**config.mk**
```make
export PLATFORM = sky130hd
export DESIGN_NAME = seq_multiplier
export DESIGN_NICKNAME = d
export VERILOG_FILES = /design/src/rtl/seq_mult_pkg.sv /design/src/rtl/seq_mult_datapath.sv /design/src/rtl/seq_multiplier.sv
export SDC_FILE = /design/constraint.sdc
export NUM_CORES = 1
export LEC_CHECK = 0
export ABC_AREA = 1
export CORE_MARGIN = 8
export CORE_UTILIZATION = 40
export DETAILED_ROUTE_END_ITERATION = 10
export DONT_BUFFER_PORTS = 1
export GPL_TIMING_DRIVEN = 0
export HOLD_SLACK_MARGIN = 0.08
export PLACE_DENSITY_LB_ADDON = 0.3
export SLEW_MARGIN = 0
export SYNTH_ARGS = -nofsm -noshare
export SYNTH_HDL_FRONTEND = slang
export SYNTH_HIERARCHICAL = 1
export SYNTH_SLANG_ARGS = --single-unit
```
**constraint.sdc**
```tcl
create_clock -name clk -period 1.95 [get_ports clk]
set_input_delay 0.39 -clock clk [delete_from_list [all_inputs] [get_ports clk]]
set_output_delay 0.39 -clock clk [all_outputs]
set_load 0.03 [all_outputs]
```
**src/rtl/seq_mult_pkg.sv**
```systemverilog
// Shared definitions for the sequential shift-add multiplier.
//   state_t   : FSM encoding used by seq_multiplier (IDLE / CALC / DONE)
//   WIDTH_MIN : smallest legal operand width
//   WIDTH_MAX : largest legal operand width
package seq_mult_pkg;

  localparam int unsigned WIDTH_MIN = 2;
  localparam int unsigned WIDTH_MAX = 32;

  typedef enum logic [1:0] {
    IDLE = 2'd0,
    CALC = 2'd1,
    DONE = 2'd2
  } state_t;

endpackage

```
**src/rtl/seq_mult_datapath.sv**
```systemverilog
// Shift-add datapath for seq_multiplier: accumulator, left-shifting
// multiplicand, right-shifting multiplier and iteration counter.
// Ports:
//   clk, rst_n : clock, asynchronous active-low reset
//   load       : capture operands, clear accumulator, load counter with WIDTH
//   step       : perform one shift-add iteration
//   a_mag      : multiplicand (unsigned magnitude)
//   b_mag      : multiplier (unsigned magnitude)
//   last       : the current step is the final (WIDTH-th) iteration
//   sum        : accumulator plus this iteration's partial product
module seq_mult_datapath
  import seq_mult_pkg::*;
#(
  parameter int unsigned WIDTH = 8
) (
  input  logic                 clk,
  input  logic                 rst_n,
  input  logic                 load,
  input  logic                 step,
  input  logic [WIDTH-1:0]     a_mag,
  input  logic [WIDTH-1:0]     b_mag,
  output logic                 last,
  output logic [2*WIDTH-1:0]   sum
);

  localparam int unsigned CW = $clog2(WIDTH + 1);

  logic [2*WIDTH-1:0] acc;
  logic [2*WIDTH-1:0] mcand;
  logic [WIDTH-1:0]   mplr;
  logic [CW-1:0]      cnt;

  always_ff @(posedge clk or negedge rst_n) begin
    if (!rst_n) begin
      acc   <= '0;
      mcand <= '0;
      mplr  <= '0;
      cnt   <= '0;
    end else if (load) begin
      acc   <= '0;
      mcand <= {{WIDTH{1'b0}}, a_mag};
      mplr  <= b_mag;
      cnt   <= CW'(WIDTH);
    end else if (step) begin
      acc   <= sum;
      mcand <= mcand << 1;
      mplr  <= mplr >> 1;
      cnt   <= cnt - CW'(1);
    end
  end

  // Exposed combinationally so the final iteration's result can be
  // registered into P on the same edge that ends CALC.
  assign sum  = acc + (mplr[0] ? mcand : '0);
  assign last = (cnt == CW'(1));

endmodule

```
**src/rtl/seq_multiplier.sv**
```systemverilog
// Sequential shift-add multiplier with fixed WIDTH-cycle latency.
// Optional feature macro: SEQ_MULT_SIGNED_EN (adds sign_mode and
// two's-complement support via magnitude multiply plus final negation).
// Ports:
//   clk       : rising-edge clock
//   rst_n     : asynchronous active-low reset
//   start     : begin a multiply (honoured only in IDLE)
//   sign_mode : [SEQ_MULT_SIGNED_EN only] 1 = signed operands, sampled with start
//   A, B      : multiplicand, multiplier
//   busy      : high in CALC and DONE
//   done      : one-cycle pulse, P valid while high
//   P         : registered 2*WIDTH-bit product, held until the next DONE
module seq_multiplier
  import seq_mult_pkg::*;
#(
  parameter int unsigned WIDTH = 8
) (
  input  logic               clk,
  input  logic               rst_n,
  input  logic               start,
`ifdef SEQ_MULT_SIGNED_EN
  input  logic               sign_mode,
`endif
  input  logic [WIDTH-1:0]   A,
  input  logic [WIDTH-1:0]   B,
  output logic               busy,
  output logic               done,
  output logic [2*WIDTH-1:0] P
);

  if (WIDTH < WIDTH_MIN || WIDTH > WIDTH_MAX) begin : g_width_check
    $error("seq_multiplier: WIDTH out of legal range");
  end

  state_t             state, next_state;
  logic               load, step, last;
  logic [WIDTH-1:0]   a_mag, b_mag;
  logic [2*WIDTH-1:0] sum, p_next;

`ifdef SEQ_MULT_SIGNED_EN
  logic neg;

  always_comb begin
    a_mag = (sign_mode && A[WIDTH-1]) ? -A : A;
    b_mag = (sign_mode && B[WIDTH-1]) ? -B : B;
  end

  always_ff @(posedge clk or negedge rst_n) begin
    if (!rst_n) begin
      neg <= 1'b0;
    end else if (load) begin
      neg <= sign_mode & (A[WIDTH-1] ^ B[WIDTH-1]);
    end
  end

  assign p_next = neg ? -sum : sum;
`else
  assign a_mag  = A;
  assign b_mag  = B;
  assign p_next = sum;
`endif

  seq_mult_datapath #(
    .WIDTH(WIDTH)
  ) u_datapath (
    .clk   (clk),
    .rst_n (rst_n),
    .load  (load),
    .step  (step),
    .a_mag (a_mag),
    .b_mag (b_mag),
    .last  (last),
    .sum   (sum)
  );

  always_ff @(posedge clk or negedge rst_n) begin
    if (!rst_n) begin
      state <= IDLE;
    end else begin
      state <= next_state;
    end
  end

  always_comb begin
    next_state = state;
    load       = 1'b0;
    step       = 1'b0;
    busy       = 1'b0;
    done       = 1'b0;
    unique case (state)
      IDLE: begin
        if (start) begin
          next_state = CALC;
          load       = 1'b1;
        end
      end
      CALC: begin
        busy = 1'b1;
        step = 1'b1;
        if (last) begin
          next_state = DONE;
        end
      end
      DONE: begin
        busy       = 1'b1;
        done       = 1'b1;
        next_state = IDLE;
      end
      default: next_state = IDLE;
    endcase
  end

  always_ff @(posedge clk or negedge rst_n) begin
    if (!rst_n) begin
      P <= '0;
    end else if (step && last) begin
      P <= p_next;
    end
  end

endmodule

```
[Word level (Yosys, flattened, before mapping)]
Cells that the tools add are included.
Word-level totals
  flip-flop bits (word level): 62
  output and inout port bits: 18
  word-level logic and storage cells: 35
Operators by class
  $add $sub $neg: 2
  equal/unequal tests: 5
  mux-type cells: 17
  reduce and logical (&&, ||, !) cells: 5
Operators by type and width (number)
  $mux 16: 5
  $add 16x16->16: 1
  $mux 8: 2
  $mux 4: 2
  $mux 1: 5
  $eq 4x1->1 const B: 1
  $mux 2: 2
  $ne 2x2->1 const B: 2
  $pmux 2 s2: 1
  $sub 4x1->4 const B: 1
  $eq 2x1->1 const B: 1
  $eq 2x2->1 const B: 1
  $logic_not 2->1: 1
  $reduce_and 2->1: 1
  $reduce_bool 2->1: 1
  $reduce_or 2->1: 1
  $logic_and 1x1->1: 1

[Depth between registers and ports, before layout]
Gate-level depths: netlist (run 1).
  depth in word-level cells: 4
  mapped depth: 15
  depth with buffers taken out: 14

[Modules after synthesis]
Netlist (run 1), hierarchy kept.
Modules (own cells, without submodules)
  seq_mult_datapath: instances 1, cells each 387, area an instance 2862.7 um^2
  seq_multiplier: instances 1, cells each 92, area an instance 858.3 um^2

[Worst setup path before layout (run 1)]
OpenSTA, ideal clock, no wires.
  path kind: reg2reg
  start point: register u_datapath.mplr[0]
  end point: register P[15]
  library setup time: 118 ps
  arrival time: 1885 ps
  data required time: 1832 ps
  slack: -53 ps
  stages on the path, launching flop included: 15
  buffers on the path: 2
  clock period less this slack: 2003 ps
  cell sequence: dfrtp_1 -> buf_2 -> clkbuf_1 -> nand2_1 -> inv_1 -> ha_1 -> nand2_1 -> inv_2 -> nand2_1 -> nand2_1 -> a21oi_1 -> nand3_1 -> and2_1 -> nand3_1 -> nand2_1
Between the ends
  cells in the longest elaborated chain, start to end: 2
RTL lines
  start: declaration: RTL line seq_mult_datapath.sv:30  | logic [WIDTH-1:0] mplr;
  start signal: assignment: RTL line seq_mult_datapath.sv:42  | mplr <= b_mag;
  start signal: assignment: RTL line seq_mult_datapath.sv:47  | mplr <= mplr >> 1;
  $mux 16: RTL line seq_mult_datapath.sv:54  | assign sum = acc + (mplr[0] ? mcand : '0);
  $add 16x16->16: RTL line seq_mult_datapath.sv:54
  via p_next[15]: RTL line seq_multiplier.sv:38  | logic [2*WIDTH-1:0] sum, p_next;
  end signal: assignment: RTL line seq_multiplier.sv:117  | P <= p_next;
  end: declaration: RTL line seq_multiplier.sv:28  | output logic [2*WIDTH-1:0] P
The timed path passes the listed nets, and every way through them passes these cells.
A chain may end at the register's enable or synchronous reset.

[Final worst setup path (run 1)]
  start point: register u_datapath.mplr[0]
  end point: register P[14]
The elaborated chain is that of the path after synthesis.

==> metrics.cfg, run 1 <==
[floorplanning]
ios = 37
start_util = 0.407
core_mm2 = 0.00915
die_area_mm2 = 0.0126
die_x_um = 112
row_count = 35
die_y_um = 112

[detailed_routing]
wl_um = 8750
wl_per_cell_um = 14.1
routed_via_density = 4.87
vias = 3017
drc = 0
ant_nets = 0
drt_iter0_markers = 103
dr.pass1.iters = 4

[synthesis]
synth_seq_cells = 62
ys_seq_area_frac = 0.417
synth_top_area_frac = 0.417
yosysTopAreaCell = dfrtp_1
synth.avg_cell_area_um2 = 7.77
yosysUniqueCellTypes = 32
synth-edff-count = 0
synth_warnings = 6
synthFlopType = dfrtp_1
yosys-top-cells-area = dfrtp_1 42%, nand2_1 17%, ha_1 7.4%, inv_1 7.0%, nand3_1 4.8%
syn_inst = 479
syn_nets = 521
synth-async-reset-ratio = 1.00
syn_area_mm2 = 0.00372

[cts]
clockBufferDepth = 2
cts_tree = built
clock-sinks = 62
clkTransAtPathRegs_ns = 0.08
cts_made_buffers = 9
clockRootBuffer = clkbuf_8
clk_latency_ns = 0.35
htreeDepth = 3

[placement]
numPortBuffers = 0
routabilityCongestion = 0.861
dp_hpwl_um = 6250
dpl_worst_slack_ns = -0.255

[finish]
num_antenna_cells = 0
syn_to_final_growth_pct = 22.2
drive_gt1_frac = 0.250
nFillCells = 879
nNetsFinal = 545

[timing]
maxSlewHeadroom = 0.778
slew_violations = 0
fin_ws_ns = -0.0732
finalSetupViolCount = 10
clock.fmax_mhz = 494
hold_viol = 0
rsz0062_at_grt = true
skew_ns = 0.0109
min_period_ns = 2.02
min_period_over_period = 1.04
worst_slew_pin_slew_ns = 0.334

[critical_path]
critPathKind = flip-flop to flip-flop
reg2reg_from = u_datapath/mplr[0]
critPathRequiredTime_ns = 2.19
crit_slowest_cell = dfrtp_2
crit_path_cell_trace = nand2_2 > inv_2 > ha_4 > fa_2 > nand2_1 > nand2_1 > nand3b_1 > nand2_2 > nand2_2 > nand3_2 > and2_4 > nand3_2 > nand2_1
worstSetupStartpointType = flip-flop
cp_max_fo = 5
crit_path_end_kind = flip-flop
cp.arrival_ns = 2.26
critPathLaunch = u_datapath/mplr[0]
max_stage_delay_ns = 0.47
reg2reg_slack_ns = -0.07

[power]
power_density_mw_per_mm2 = 1300
leakage_nw = 2.43
irDropWorstVdd_uv = 759
power.total_mw = 5.89

[global_route]
grt_pass1_wl_um = 14700
gr-usage-all-layers = 0.145
grt_pass1_vias = 3107
overflow = 0
grt_max_degree = 63
grt_antenna_before_repair = 0

[min_path]
hold_path.class = input pin to flip-flop
min-delay-start = A[0]

[run]
maxCapViolations = 0

[status]
violations = setup timing
status = complete, but fails checks

where the power goes:
part / internal [mW] / total [mW] / switching [mW] / leakage, nW
clock: 0.476 / 1.04 / 0.567 / 0.0906
combinational: 1.10 / 2.63 / 1.54 / 1.51
sequential: 1.69 / 2.21 / 0.521 / 0.826
area by class of cell:
cell class,count,area [µm²],area share
buffer,14,115,0.0253
clock buffer,9,124,0.0272
clock inverter,7,56.3,0.0124
inverter,76,288,0.0633
multi-input combinational,326,2120,0.466
sequential,62,1550,0.341
tap,111,139,0.0305
timing repair buffer,14,151,0.0333
metrics by stage:
stage                     hold WS (ns)  utilization  cell area (µm²)   TNS, ns  instances
after CTS                        0.148        0.475             4350    -0.202        612
final                            0.168        0.497             4550    -0.353        619
after global placement          0.0965        0.425             3890     -1.73        590
after detailed placement        0.0963        0.425             3890     -2.17        590
after global routing             0.172        0.497             4550     -2.48        619
after floorplan                 0.0944            -             3750  -0.00219        479
metal layers:
metal  track usage  wire length [µm]  up-vias  part of all wire
li1              -                 -     1548                 -
met1         0.174              3930     1408              0.45
met2         0.236              4220       49              0.48
met3        0.0435               441       12             0.050
met4        0.0629               156        0             0.018
met5             0                 0        -                 0
state kept, by name, indices dropped and copies added (netlist names):
name / flops
u_datapath/mplr: 8
u_datapath/acc: 16
u_datapath/mcand: 16
P: 16
u_datapath/cnt: 4
state: 2
synth_stat cells (3+ instances only):
| cell type | instances |
|---|---|
| nand2_1 | 172 |
| inv_1 | 69 |
| dfrtp_1 | 62 |
| nand3_1 | 36 |
| ha_1 | 22 |
| nor2_1 | 13 |
| o21ai_0 | 10 |
| a22oi_1 | 9 |
| nand2_2 | 9 |
| a21oi_1 | 8 |
| o22ai_1 | 8 |
| and2_1 | 7 |
| buf_2 | 7 |
| inv_2 | 7 |
| xor2_1 | 6 |
| nand3b_1 | 4 |
| o211ai_1 | 4 |
| a22o_1 | 3 |
| buf_6 | 3 |
| nor3_2 | 3 |
path summary, 6_finish.rpt:
| path | endpoint | cells past startpoint |
|---|---|---|
| hold / removal | u_datapath/mcand[0] | 2 |
| setup reg to reg | P[14] | 13 |
| setup / recovery | P[14] | 13 |
| hold reg to reg | u_datapath/mcand[15] | 2 |
| max in group asynchronous | u_datapath/mplr[0] | 2 |
| min in group asynchronous | P[3] | 2 |
worst max-delay path: cells and delay by family, from the launching register on:
kind	cells	cell delay (ns)
buffers and inverters	1	0.05
DFF	1	0.47
adders and majority gates	2	0.52
and+or+nand+nor	10	0.86
layout by cell type, fill, tap and decap left out, types with 7 or more instances in the layout:
cell type	netlist	layout
nand2_1	172	154
dfrtp_1	62	61
inv_1	69	61
nand3_1	36	30
nand2_2	9	25
ha_4	0	15
inv_2	7	14
clkbuf_8	2	11
nor2_1	13	11
o21ai_0	10	10
buf_4	1	9
a22oi_1	9	9
o22ai_1	8	8
buf_6	3	7
ha_1	22	7
repair_timing:
item                                    CTS  global route
endpoints found under the setup margin   20            25
pin swaps                                19            28
hold buffers                              2             0
gates resized for setup                  31            38
hold endpoints to repair                 62             0
buffers inserted                          5             6
cloned                                    0             1
kinds of logic (layout without fill, tap and decap cells):
| family | count (synthesis) | count (layout) | share of synthesized area |
|---|---|---|---|
| and+or+nand+nor | 248 | 248 | 0.292 |
| buffers and inverters | 91 | 120 | 0.107 |
| DFF | 62 | 62 | 0.417 |
| AOI/OAI and AO/OA | 46 | 46 | 0.0804 |
| adders and majority gates | 23 | 23 | 0.0794 |
| xor gates and xnor gates | 9 | 9 | 0.0252 |
No activity file was read; power rests on OpenSTA's default activity.
==> run 2, diff against run 1 <==
--- a/config.mk
+++ b/config.mk
@@ -8,11 +8,12 @@
 export ABC_AREA = 1
 export CORE_MARGIN = 8
 export CORE_UTILIZATION = 40
+export CTS_BUF_LIST = sky130_fd_sc_hd__clkbuf_8
 export DETAILED_ROUTE_END_ITERATION = 10
 export DONT_BUFFER_PORTS = 1
 export GPL_TIMING_DRIVEN = 0
 export HOLD_SLACK_MARGIN = 0.08
-export PLACE_DENSITY_LB_ADDON = 0.3
+export PLACE_DENSITY = 0.58
 export SLEW_MARGIN = 0
 export SYNTH_ARGS = -nofsm -noshare
 export SYNTH_HDL_FRONTEND = slang
==> run 2 against run 1 <==
  * The flow still finishes with violations (setup timing)
  * Power grew 2.8%
  * First-iteration DRC count is 1.9% higher
  * Sequential share of layout area grew 0.066 points
  * Via count shrank 0.89%
  * Sequential cell count did not move
  * Wire length is 0.53% higher
  * Core utilization is 0.096 points lower
  * Hold slack improved by 0.0018 ns
==> metrics.cfg, run 2 (synthesized netlist as in run 1, its figures left out) <==
[floorplanning]
die_y_um = 112
die_x_um = 112
ios = 37
die_area_mm2 = 0.0126
core_mm2 = 0.00915
row_count = 35
start_util = 0.407

[min_path]
worstHoldPathCells = 2
min-delay-start = A[0]
min_to = u_datapath/mcand[0]
hold_path.class = input pin to flip-flop

[timing]
worst_slew_pin_slew_ns = 0.330
maxSlewHeadroom = 0.780
fin_ws_ns = -0.0805
hold_viol = 0
skew_ns = 0.0139
clock.fmax_mhz = 492
min_period_over_period = 1.04
slew_violations = 0
finalSetupViolCount = 8
rsz0062_at_grt = true
min_period_ns = 2.03

[critical_path]
cp_max_fo = 10
reg2reg_from = u_datapath/mplr[0]
reg2reg_slack_ns = -0.08
critPathRequiredTime_ns = 2.18
crit_path_end_kind = flip-flop
worstSetupStartpointType = flip-flop
reg2regPathDepth = 14
critPathLaunch = u_datapath/mplr[0]
cp.arrival_ns = 2.26
critPathKind = flip-flop to flip-flop
worst_r2r_endpoint = P[14]

[finish]
fin_cells = 616
regArea_mm2 = 0.00155
num_antenna_cells = 0
final_common_cell = nand2_1
nNetsFinal = 542
layout_common_cells = 154 x nand2_1, 67 x inv_1, 61 x dfrtp_1, 27 x nand3_1, 24 x nand2_2
nFillCells = 898
reg_top3 = P: 16 flops, u_datapath/acc: 16 flops, u_datapath/mcand: 16 flops
syn_to_final_growth_pct = 22.0
multi_input_area_mm2 = 0.00208
drive_gt1_frac = 0.242

[global_route]
grt_pass1_vias = 3163
gr-usage-all-layers = 0.152
overflow = 0
grt_antenna_before_repair = 0
grt_pass1_wl_um = 15400
grt_max_degree = 63

[power]
power_density_mw_per_mm2 = 1330
irDropWorstVdd_uv = 888
leakage_nw = 2.47
power.total_mw = 6.06

[detailed_routing]
routed_via_density = 4.85
drt_iter0_markers = 105
wl_per_cell_um = 14.3
drc = 0
dr.pass1.iters = 4
ant_nets = 0
vias = 2990
wl_um = 8790

[placement]
dp_cells = 590
numPortBuffers = 0
dp_hpwl_um = 6340
dpl_worst_slack_ns = -0.270
routabilityCongestion = 0.873

[cts]
cts_tree = built
clock-sinks = 62
clockBufferDepth = 2
htreeDepth = 3
cts_made_buffers = 9
clkTransAtPathRegs_ns = 0.08
clockRootBuffer = clkbuf_8
clk_latency_ns = 0.34

[status]
status = complete, but fails checks
violations = setup timing

[run]
maxCapViolations = 0

## run 2: area by class of cell
class / count / area share
clock buffer: 10 / 0.0303
buffer: 14 / 0.0259
sequential: 62 / 0.342
clock inverter: 6 / 0.0243
multi-input combinational: 326 / 0.459
tap: 111 / 0.0306
inverter: 76 / 0.0629
timing repair buffer: 11 / 0.0248
## run 2: where the power goes
group	internal [mW]	total, mW	switching, mW
Clock	0.882	1.41	0.528
Sequential	1.70	2.20	0.506
Combinational	0.958	2.45	1.49
Total	3.53	6.06	2.52
## run 2: worst max path at each step
stage	slack, ns	cells after the start	end
5_1_grt	-0.22	14	P[11]
2_1_floorplan	-0.002	14	P[15]
3_3_place_gp	-0.25	14	P[15]
6_report	-0.08	14	P[14]
3_5_place_dp	-0.27	14	P[15]
4_1_cts	-0.08	13	P[10]
## run 2: repair_timing
item / in CTS / in global routing
resized for setup: 37 / 26
hold buffers: 2 / 0
setup endpoints to repair: 22 / 28
pin swaps: 16 / 17
setup buffers: 5 / 4
hold endpoints to repair: 62 / 0
## run 2: critical path, stage by stage (launching register included)
cell	delay, ns
dfrtp_2	0.45
clkbuf_8	0.17
nand2_1	0.05
inv_1	0.05
ha_4	0.31
nand2_1	0.12
inv_2	0.10
nand2_2	0.07
nor3_4	0.11
nand2_2	0.08
nand2_2	0.08
nand2_2	0.06
and2_4	0.15
nand3_2	0.05
nand2_1	0.04
## run 2: metrics by stage
step | TNS (ns) | hold WS [ns] | utilization | cell area [µm²]
final | -0.359 | 0.170 | 0.496 | 4540
after global routing | -2.48 | 0.160 | 0.496 | 4540
after CTS | -0.281 | 0.156 | 0.482 | 4410
after detailed placement | -2.23 | 0.0970 | 0.425 | 3890
after global placement | -1.93 | 0.0972 | 0.425 | 3890
after floorplan | -0.00219 | 0.0944 | - | 3750
## run 2: routing by layer
metal  track usage  vias up  routed length, µm
met4        0.0531        0                131
met5             0        -                  0
met3        0.0440       14                535
met2         0.244       64               4040
met1         0.189     1382               4090
li1              -     1530                  -
